`config.mk`:
```
export PLATFORM = sky130hd
export DESIGN_NAME = nearest_hit_select_flat
export DESIGN_NICKNAME = d
export VERILOG_FILES = /design/src/rtl/nearest_hit_select_if.sv /design/src/rtl/nearest_hit_select.sv /design/src/flat_wrapper.sv
export SDC_FILE = /design/constraint.sdc
export NUM_CORES = 1
export LEC_CHECK = 0
export ABC_AREA = 1
export BUFFER_PORTS_ARGS = -buffer_cell sky130_fd_sc_hd__buf_2
export CAP_MARGIN = 20
export CORE_MARGIN = 2
export CORE_UTILIZATION = 60
export DETAILED_ROUTE_END_ITERATION = 10
export HOLD_SLACK_MARGIN = 0.05
export PLACE_DENSITY = 0.84
export RECOVER_POWER = 50
export REMOVE_ABC_BUFFERS = 1
export SYNTH_ARGS = -nofsm -noshare
export SYNTH_HDL_FRONTEND = slang
export SYNTH_SLANG_ARGS = --single-unit
```
`constraint.sdc`:
```
create_clock -name clock -period 3.4 [get_ports clock]
set_clock_uncertainty 0.1 [all_clocks]
set_input_delay 0.68 -clock clock [delete_from_list [all_inputs] [get_ports clock]]
set_output_delay 0.68 -clock clock [all_outputs]
set_load 0.1 [all_outputs]
```
`src/rtl/nearest_hit_select_if.sv`:
```
// Candidate-beat / per-ray result bundle for nearest_hit_select.
// The backface_in signal exists only when NEAREST_HIT_BACKFACE_EN is defined.
interface nearest_hit_select_if #(
  parameter int D_WIDTH  = 32,
  parameter int ID_WIDTH = 16
);
  logic                valid_in;
  logic [D_WIDTH-1:0]  t_in;
  logic                hit_in;
  logic [ID_WIDTH-1:0] id_in;
  logic                last_in;
`ifdef NEAREST_HIT_BACKFACE_EN
  logic                backface_in;
`endif
  logic                valid_out;
  logic                hit_out;
  logic [D_WIDTH-1:0]  t_out;
  logic [ID_WIDTH-1:0] id_out;
  logic [ID_WIDTH-1:0] tri_count;

  modport master (
    output valid_in, t_in, hit_in, id_in, last_in,
`ifdef NEAREST_HIT_BACKFACE_EN
    output backface_in,
`endif
    input  valid_out, hit_out, t_out, id_out, tri_count
  );

  modport slave (
    input  valid_in, t_in, hit_in, id_in, last_in,
`ifdef NEAREST_HIT_BACKFACE_EN
    input  backface_in,
`endif
    output valid_out, hit_out, t_out, id_out, tri_count
  );
endinterface

```
`src/rtl/nearest_hit_select.sv`:
```
// Nearest-hit reduction over one ray's triangle candidates; one result pulse per ray.
// Optional backface culling via NEAREST_HIT_BACKFACE_EN.
module nearest_hit_select #(
  parameter int Q_BITS   = 10,
  parameter int D_WIDTH  = 32,
  parameter int ID_WIDTH = 16,
  parameter int T_MIN    = 1
) (
  input  logic                clock,
  input  logic                reset,
  nearest_hit_select_if.slave bus
);
  if (Q_BITS < 0 || Q_BITS >= D_WIDTH) begin : g_bad_q
    $error("nearest_hit_select: Q_BITS must lie in [0, D_WIDTH)");
  end

  typedef enum logic [1:0] {S_IDLE, S_ACCUM, S_EMIT} state_t;

  localparam logic signed [D_WIDTH-1:0] T_MAX   = {1'b0, {(D_WIDTH-1){1'b1}}};
  localparam logic signed [D_WIDTH-1:0] T_LO    = D_WIDTH'(T_MIN);
  localparam logic [ID_WIDTH-1:0]       CNT_MAX = '1;

  state_t                     r_state, w_state_nxt;
  logic signed [D_WIDTH-1:0]  r_best_t, w_best_t_nxt;
  logic [ID_WIDTH-1:0]        r_best_id, w_best_id_nxt;
  logic                       r_best_hit, w_best_hit_nxt;
  logic [ID_WIDTH-1:0]        r_cnt, w_cnt_nxt;
  logic                       r_hit_out;
  logic [D_WIDTH-1:0]         r_t_out;
  logic [ID_WIDTH-1:0]        r_id_out, r_cnt_out;

  logic signed [D_WIDTH-1:0]  w_t_s;
  logic                       w_facing, w_accept;

  assign w_t_s = bus.t_in;

`ifdef NEAREST_HIT_BACKFACE_EN
  assign w_facing = ~bus.backface_in;
`else
  assign w_facing = 1'b1;
`endif

  // Saturated t is a divide-by-zero marker, never a real hit; strict < keeps the earlier id on ties.
  assign w_accept = bus.valid_in && bus.hit_in && w_facing &&
                    (w_t_s >= T_LO) && (w_t_s != T_MAX) && (w_t_s < r_best_t);

  always_comb begin
    w_best_t_nxt   = r_best_t;
    w_best_id_nxt  = r_best_id;
    w_best_hit_nxt = r_best_hit;
    w_cnt_nxt      = r_cnt;
    if (w_accept) begin
      w_best_t_nxt   = w_t_s;
      w_best_id_nxt  = bus.id_in;
      w_best_hit_nxt = 1'b1;
    end
    if (bus.valid_in && r_cnt != CNT_MAX)
      w_cnt_nxt = r_cnt + 1'b1;
  end

  always_comb begin
    w_state_nxt = r_state;
    case (r_state)
      S_IDLE, S_ACCUM: begin
        if (bus.valid_in) w_state_nxt = bus.last_in ? S_EMIT : S_ACCUM;
      end
      S_EMIT: begin
        if (bus.valid_in) w_state_nxt = bus.last_in ? S_EMIT : S_ACCUM;
        else              w_state_nxt = S_IDLE;
      end
      default: w_state_nxt = S_IDLE;
    endcase
  end

  // The last beat's merged result goes straight to the output registers while the
  // accumulators restart, so the EMIT cycle can take the next ray's first beat.
  always_ff @(posedge clock) begin
    if (reset) begin
      r_state    <= S_IDLE;
      r_best_t   <= T_MAX;
      r_best_id  <= '0;
      r_best_hit <= 1'b0;
      r_cnt      <= '0;
      r_hit_out  <= 1'b0;
      r_t_out    <= T_MAX;
      r_id_out   <= '0;
      r_cnt_out  <= '0;
    end else begin
      r_state <= w_state_nxt;
      if (bus.valid_in) begin
        if (bus.last_in) begin
          r_hit_out  <= w_best_hit_nxt;
          r_t_out    <= w_best_t_nxt;
          r_id_out   <= w_best_id_nxt;
          r_cnt_out  <= w_cnt_nxt;
          r_best_t   <= T_MAX;
          r_best_id  <= '0;
          r_best_hit <= 1'b0;
          r_cnt      <= '0;
        end else begin
          r_best_t   <= w_best_t_nxt;
          r_best_id  <= w_best_id_nxt;
          r_best_hit <= w_best_hit_nxt;
          r_cnt      <= w_cnt_nxt;
        end
      end
    end
  end

  assign bus.valid_out = (r_state == S_EMIT);
  assign bus.hit_out   = r_hit_out;
  assign bus.t_out     = r_t_out;
  assign bus.id_out    = r_id_out;
  assign bus.tri_count = r_cnt_out;
endmodule

```
`src/flat_wrapper.sv`:
```
// flat-port wrapper written by rule: the top's interface ports become plain ports
module nearest_hit_select_flat 
#(
  parameter int Q_BITS   = 10,
  parameter int D_WIDTH  = 32,
  parameter int ID_WIDTH = 16,
  parameter int T_MIN    = 1
)
  (clock, reset, bus_valid_in, bus_t_in, bus_hit_in, bus_id_in, bus_last_in, bus_valid_out, bus_hit_out, bus_t_out, bus_id_out, bus_tri_count);
  nearest_hit_select_if #(.D_WIDTH(D_WIDTH), .ID_WIDTH(ID_WIDTH)) bus_i ();
  input  logic clock;
  input  logic reset;
  input wire logic [$bits(bus_i.valid_in)-1:0] bus_valid_in;
  input wire logic [$bits(bus_i.t_in)-1:0] bus_t_in;
  input wire logic [$bits(bus_i.hit_in)-1:0] bus_hit_in;
  input wire logic [$bits(bus_i.id_in)-1:0] bus_id_in;
  input wire logic [$bits(bus_i.last_in)-1:0] bus_last_in;
  output wire logic [$bits(bus_i.valid_out)-1:0] bus_valid_out;
  output wire logic [$bits(bus_i.hit_out)-1:0] bus_hit_out;
  output wire logic [$bits(bus_i.t_out)-1:0] bus_t_out;
  output wire logic [$bits(bus_i.id_out)-1:0] bus_id_out;
  output wire logic [$bits(bus_i.tri_count)-1:0] bus_tri_count;
  assign bus_i.valid_in = bus_valid_in;
  assign bus_i.t_in = bus_t_in;
  assign bus_i.hit_in = bus_hit_in;
  assign bus_i.id_in = bus_id_in;
  assign bus_i.last_in = bus_last_in;
  assign bus_valid_out = bus_i.valid_out;
  assign bus_hit_out = bus_i.hit_out;
  assign bus_t_out = bus_i.t_out;
  assign bus_id_out = bus_i.id_out;
  assign bus_tri_count = bus_i.tri_count;
  nearest_hit_select #(.Q_BITS(Q_BITS), .D_WIDTH(D_WIDTH), .ID_WIDTH(ID_WIDTH), .T_MIN(T_MIN)) u_core (.clock(clock), .reset(reset), .bus(bus_i));
endmodule
```
==> results of run 1 <==
-- critical path: stages --
cell and delay [ps]:
clkbuf_1 240, clkbuf_1 610, inv_1 190, nor2_4 130, clkbuf_2 930, nand3_1 250, nand2_1 120, nand2_1 60
-- per-layer routing --
layer  up-vias  wire length, µm  part of all wire (%)
li1       3450                -                     -
met1      3167             8020                    45
met2       237             8343                    47
met3        33             1163                   6.5
met4         0              336                   1.9
met5         -                0                     0
-- sequential cells by signal, indices dropped and copies added (netlist names) --
signal                flops
u_core.r_cnt             16
u_core.r_best_hit         1
u_core.r_state            2
u_core.bus.hit_out        1
u_core.r_best_t          32
u_core.r_best_id         16
u_core.bus.id_out        16
u_core.bus.t_out         32
u_core.bus.tri_count     16
-- layout make-up --
type	count	area share, %
diodes	1	0.03058
clock buffers	19	5.412
clock inverters	13	3.379
inverters	140	6.421
multi-input cells	675	42.33
flip-flops and latches	132	32.29
well taps	143	2.186
repair buffers	133	7.950
-- cells in the final DEF (no fill, tap or decap), types with 3 or more instances in the layout --
master / n
nand2_2: 9
o22ai_1: 7
nand2_1: 274
ha_1: 32
nand3_1: 107
clkbuf_16: 17
dfxtp_1: 132
nor3_1: 10
nor2_4: 3
nor2_1: 42
o21ai_1: 21
o21ai_0: 35
inv_1: 138
xor2_1: 9
buf_4: 10
bufinv_16: 8
or2_1: 5
buf_12: 3
a21oi_2: 3
clkbuf_1: 69
nor4_1: 5
a21oi_1: 37
nand4_1: 58
buf_2: 51
-- through the flow --
| step | util [%] | area [µm²] |
|---|---|---|
| final | 72.61 | 8184 |
| after global routing | 72.58 | 8182 |
| after detailed placement | 67.02 | 7555 |
| after floorplan | - | 6610 |
| after global placement | 67.02 | 7555 |
| after CTS | 73.40 | 8274 |
-- path summary, 6_finish.rpt --
path | start | to | slack, ps | cells after the start
worst max-delay path | bus_valid_in | u_core.r_best_t[25] | 370 | 8
worst min-delay path | u_core.bus.id_out[3] | u_core.bus.id_out[3] | 350 | 2
worst max register to register | u_core.r_best_t[31] | u_core.r_best_id[5] | 890 | 12
worst min register to register | u_core.bus.id_out[3] | u_core.bus.id_out[3] | 350 | 2
-- power groups by stage --
stage          clock (W)  sequential [W]  combinational [W]
3_5_place_dp           0         0.00162           0.000405
4_1_cts          0.00224         0.00159           0.000407
3_3_place_gp           0         0.00162           0.000401
2_1_floorplan          0         0.00171           0.000165
6_report         0.00223         0.00159           0.000405
5_1_grt          0.00232         0.00159           0.000441
-- cells by family (layout without fill, tap and decap cells) --
| logic type | Yosys count | after routing |
|---|---|---|
| other cells | 0 | 1 |
| flops | 132 | 132 |
| xor+xnor | 11 | 11 |
| compound gates | 110 | 110 |
| simple gates | 522 | 522 |
| fa+ha+maj | 32 | 32 |
| buf+inv | 193 | 305 |
==> results.py, run 1 <==
metrics = {
    "outcome": {
        "outcome": "finished clean",
    },
    "global_route": {
        "gr-max-usage-layer": "met2",
        "grt_pass1_wl_mm": 29.99,
        "track_usage_pct": 29.45,
        "grt_start_max_net_pins": 55,
        "globalRouteOverflowTotal": 0,
        "antenna_found_initial": 0,
        "met2_usage_pct": 48.67,
        "grt_use_met1_pct": 37.26,
        "grt_pass1_vias": 6579,
        "met3_usage_pct": 6.834,
    },
    "detailed_routing": {
        "routed_wl_mm": 17.86,
        "vias": 6887,
        "dr.pass1.iters": 5,
        "antenna_left": 0,
        "drc": 0,
        "viasPerCell": 5.483,
        "wl_per_cell_um": 14.22,
        "initialDrtViolationCount": 582,
    },
    "pwr": {
        "intPower_w": 0.003211,
        "irDropWorstVdd_mv": 0.4970,
        "share_comb_of_total_power_pct": 9.6,
        "swShare_pct": 23.93,
        "total_power_w": 0.004221,
        "power.share.sequential_pct": 37.6,
        "p_clk_share_pct": 52.8,
        "powerDensity_nw_per_um2": 515.8,
        "p_sw_w": 0.001010,
        "leakagePower_nw": 3.891,
    },
    "synthesis": {
        "syn_inst": 1000,
        "yosysSeqAreaShare_pct": 38.46,
        "synthTopCellsByCount": "nand2_1, inv_1, dfxtp_1, nand3_1, nand4_1",
        "synth_fa_ha_area_share_pct": 5.828,
        "ys_warn_count": 0,
        "synth.largest_area_cell": "dfxtp_1",
        "synth-compound-area-share_pct": 8.596,
        "synth-simple-area-share_pct": 34.27,
        "ys.flop_type": "dfxtp_1",
        "synth_area_per_cell_um2": 6.870,
        "synth_most_common_cell": "nand2_1",
        "synth_top_family_by_area": "simple AND/OR/NAND/NOR gates",
        "synth-edff-count": 0,
        "yosys-top-cells-area": "dfxtp_1, nand2_1, nand3_1",
        "async_flop_share_pct": 0,
        "yosys_register_bits": 132,
        "synthesis.area_um2": 6870,
        "yosysTopAreaCellShare_pct": 38.46,
        "synthDistinctLibCells": 35,
        "synth.mux.area_fraction_pct": 0,
        "synth_xor_area_share_pct": 1.402,
    },
    "worst_hold_path": {
        "hold_path_class": "reg -> reg",
    },
    "setup_path": {
        "critical_path.max_fanout": 52,
        "crit_arrival_ps": 3240,
        "cp.required_ps": 3600,
        "end_kind": "register",
        "critPathLaunchType": "input pin",
        "criticalPathCategory": "in -> reg",
    },
    "finish": {
        "fillers": 964,
        "fin_nets": 1184,
        "multi_input_area_um2": 3465,
        "syn2layout_area_growth_pct": 19.12,
        "seq_area_um2": 2643,
        "drive_gt1_share_pct": 10.88,
        "final_cells": 1256,
    },
    "cts": {
        "clk_pin_slew_worst_paths_ps": 60,
        "htree_levels": 4,
        "clockBufferDepth": 2,
        "clkSinkCount": 132,
        "clk_latency_ps": 420,
        "cts_tree": "done",
        "cts_buffers": 17,
        "cts_root_buf": "clkbuf_16",
        "cts_setup_buffers": 0,
        "holdBufCountCts": 0,
        "post_cts_resize_count": 0,
    },
    "placement": {
        "gp_congestion": 0.8803,
        "pre_cts_ws_ps": 526.2,
        "portBuffers": 118,
        "dp_hpwl_mm": 11.73,
        "placed_cells": 1223,
    },
    "sta": {
        "final-setup-viol-count": 0,
        "worstMarginPinSlew_ps": 1233,
        "fin_crit_ps": 3032,
        "period_share_pct": 89.18,
        "clock.fmax_mhz": 329.8,
        "slew-limit-headroom_pct": 17.80,
        "rsz0062_at_grt": "no",
        "whs_ps": 351.0,
        "finalSetupTns_ps": 0,
        "finalHoldViolations": 0,
        "maxSlewViolCount": 0,
        "fin_ws_ps": 367.9,
    },
    "floorplanning": {
        "fp.dieArea_um2": 12320,
        "rows": 39,
        "initial_core_util_pct": 60.95,
        "dieHeight_um": 111.0,
        "io_pins": 119,
        "coreArea_um2": 11270,
        "fp.dieW_um": 111.0,
    },
    "flow_run": {
        "maxCapViolCount": 0,
    },
}
No activity file was read; power rests on OpenSTA's default activity.
==> inputs of run 2 (changes only) <==
Settings changed: RECOVER_POWER 50 to not set.
==> run 2 against run 1 <==
Effect of this change: sequential cell count is the same; die area stayed put; worst hold slack lost 2.7 ps; clock power hardly changed; worst setup slack better by 530 ps; design area up 1.1%.
==> results.py, run 2 (synthesized netlist as in run 1, its figures left out) <==
metrics = {
    "floorplanning": {
        "dieHeight_um": 111.0,
        "initial_core_util_pct": 60.95,
        "coreArea_um2": 11270,
        "io_pins": 119,
        "rows": 39,
        "fp.dieW_um": 111.0,
        "fp.dieArea_um2": 12320,
    },
    "setup_path": {
        "critPathMaxStageDelay_ps": 370,
        "crit_family": "simple AND/OR/NAND/NOR gates",
        "cp_num_buf_inv": 2,
        "crit_chain": "inv_1, ha_1, a21oi_1, o21a_1, nand2_1, a21oi_1, nand2_1, nand2_2, buf_4, nand4_1, nand3_1, a21oi_2",
        "critPathLaunchType": "register",
        "crit_arrival_ps": 2700,
        "critical_path.max_fanout": 33,
        "cp_slowest_cell": "dfxtp_1",
        "criticalPathCategory": "reg -> reg",
        "end_kind": "register",
        "cp.required_ps": 3600,
    },
    "detailed_routing": {
        "viasPerCell": 5.486,
        "vias": 6890,
        "initialDrtViolationCount": 627,
        "drc": 0,
        "dr.pass1.iters": 5,
        "wl_per_cell_um": 14.23,
        "antenna_left": 0,
        "routed_wl_mm": 17.87,
    },
    "global_route": {
        "track_usage_pct": 29.45,
        "grt_start_max_net_pins": 55,
        "grt_pass1_wl_mm": 29.99,
        "antenna_found_initial": 0,
        "globalRouteOverflowTotal": 0,
        "grt_pass1_vias": 6579,
    },
    "placement": {
        "portBuffers": 118,
        "placed_cells": 1223,
        "place_area_um2": 7555,
        "pre_cts_ws_ps": 526.2,
        "dp_hpwl_mm": 11.73,
        "gp_congestion": 0.8803,
    },
    "sta": {
        "fin_ws_ps": 895.6,
        "finalSetupTns_ps": 0,
        "period_share_pct": 73.66,
        "clock.fmax_mhz": 399.3,
        "worstMarginPinSlew_ps": 622.0,
        "fin_crit_ps": 2504,
        "final-setup-viol-count": 0,
        "finalHoldViolations": 0,
        "slew-limit-headroom_pct": 58.53,
        "maxSlewViolCount": 0,
        "rsz0062_at_grt": "no",
    },
    "worst_hold_path": {
        "hold_path_class": "reg -> reg",
    },
    "cts": {
        "clk_latency_ps": 420,
        "cts_buffers": 17,
        "clk_pin_slew_worst_paths_ps": 60,
        "post_cts_resize_count": 0,
        "cts_tree": "done",
        "clockBufferDepth": 2,
        "holdBufCountCts": 0,
        "cts_setup_buffers": 0,
        "htree_levels": 4,
        "cts_root_buf": "clkbuf_16",
        "clkSinkCount": 132,
    },
    "finish": {
        "syn2layout_area_growth_pct": 20.47,
        "design_area_um2": 8277,
        "layout_commonest_cell": "nand2_1",
        "final_cells": 1256,
        "layout_common_cells": "nand2_1, inv_1, dfxtp_1, buf_2, nand3_1",
        "drive_gt1_share_pct": 17.27,
        "fillers": 916,
        "fin_nets": 1184,
    },
    "flow_run": {
        "maxCapViolCount": 0,
    },
    "pwr": {
        "irDropWorstVdd_mv": 0.4960,
        "powerDensity_nw_per_um2": 511.0,
        "leakagePower_nw": 4.083,
        "total_power_w": 0.004230,
    },
    "outcome": {
        "outcome": "finished clean",
    },
}
==> run 2: cell types whose count changed in the layout (fill, tap and decap cells not counted), sizes merged <==
cell / before / now
buf: 64 / 133
clkbuf: 88 / 19
==> run 2: cell type report <==
class / count / area [µm²] / area share, %
multi-input combinational: 675 / 3467 / 41.89
sequential: 132 / 2643 / 31.93
timing repair buffer: 133 / 740.7 / 8.949
inverter: 140 / 525.5 / 6.349
clock buffer: 19 / 442.9 / 5.351
clock inverter: 13 / 276.5 / 3.341
tap: 143 / 178.9 / 2.162
antenna: 1 / 2.502 / 0.03023
==> run 2: final timing paths <==
path / start / to / slack [ps] / cells past startpoint
worst min-delay path: u_core.bus.id_out[3] / u_core.bus.id_out[3] / 350 / 2
worst min register to register: u_core.bus.id_out[3] / u_core.bus.id_out[3] / 350 / 2
worst max register to register: u_core.r_best_t[31] / u_core.r_best_id[5] / 900 / 12
worst max-delay path: u_core.r_best_t[31] / u_core.r_best_id[5] / 900 / 12
==> run 2: metrics by stage <==
step / hold slack [ps] / util (%)
floorplan: 332.6 / -
global placement: 331.5 / 67.02
detailed placement: 336.7 / 67.02
CTS: 351.4 / 73.40
global route: 370.0 / 73.40
finish: 348.3 / 73.43
==> run 2: report_power, final <==
part / switching [W] / total [W] / internal [W]
Sequential: 0.0000154 / 0.00159 / 0.00157
Clock: 0.000688 / 0.00223 / 0.00154
Combinational: 0.000311 / 0.000411 / 0.000101
Total: 0.00101 / 0.00423 / 0.00322
==> run 2: worst register-to-register path, stage by stage (launching register included) <==
cell,delay (ps)
dfxtp_1,370
inv_1,80
ha_1,330
a21oi_1,160
o21a_1,130
nand2_1,60
a21oi_1,210
nand2_1,100
nand2_2,80
buf_4,350
nand4_1,190
nand3_1,140
a21oi_2,70
==> run 2: routing by layer <==
layer | track usage, % | vias to the layer above | routed length [µm]
li1 | - | 3449 | -
met1 | 37.26 | 3123 | 7920
met2 | 48.67 | 278 | 8310
met3 | 6.834 | 40 | 1270
met4 | 11.92 | 0 | 371
met5 | 0 | - | 0
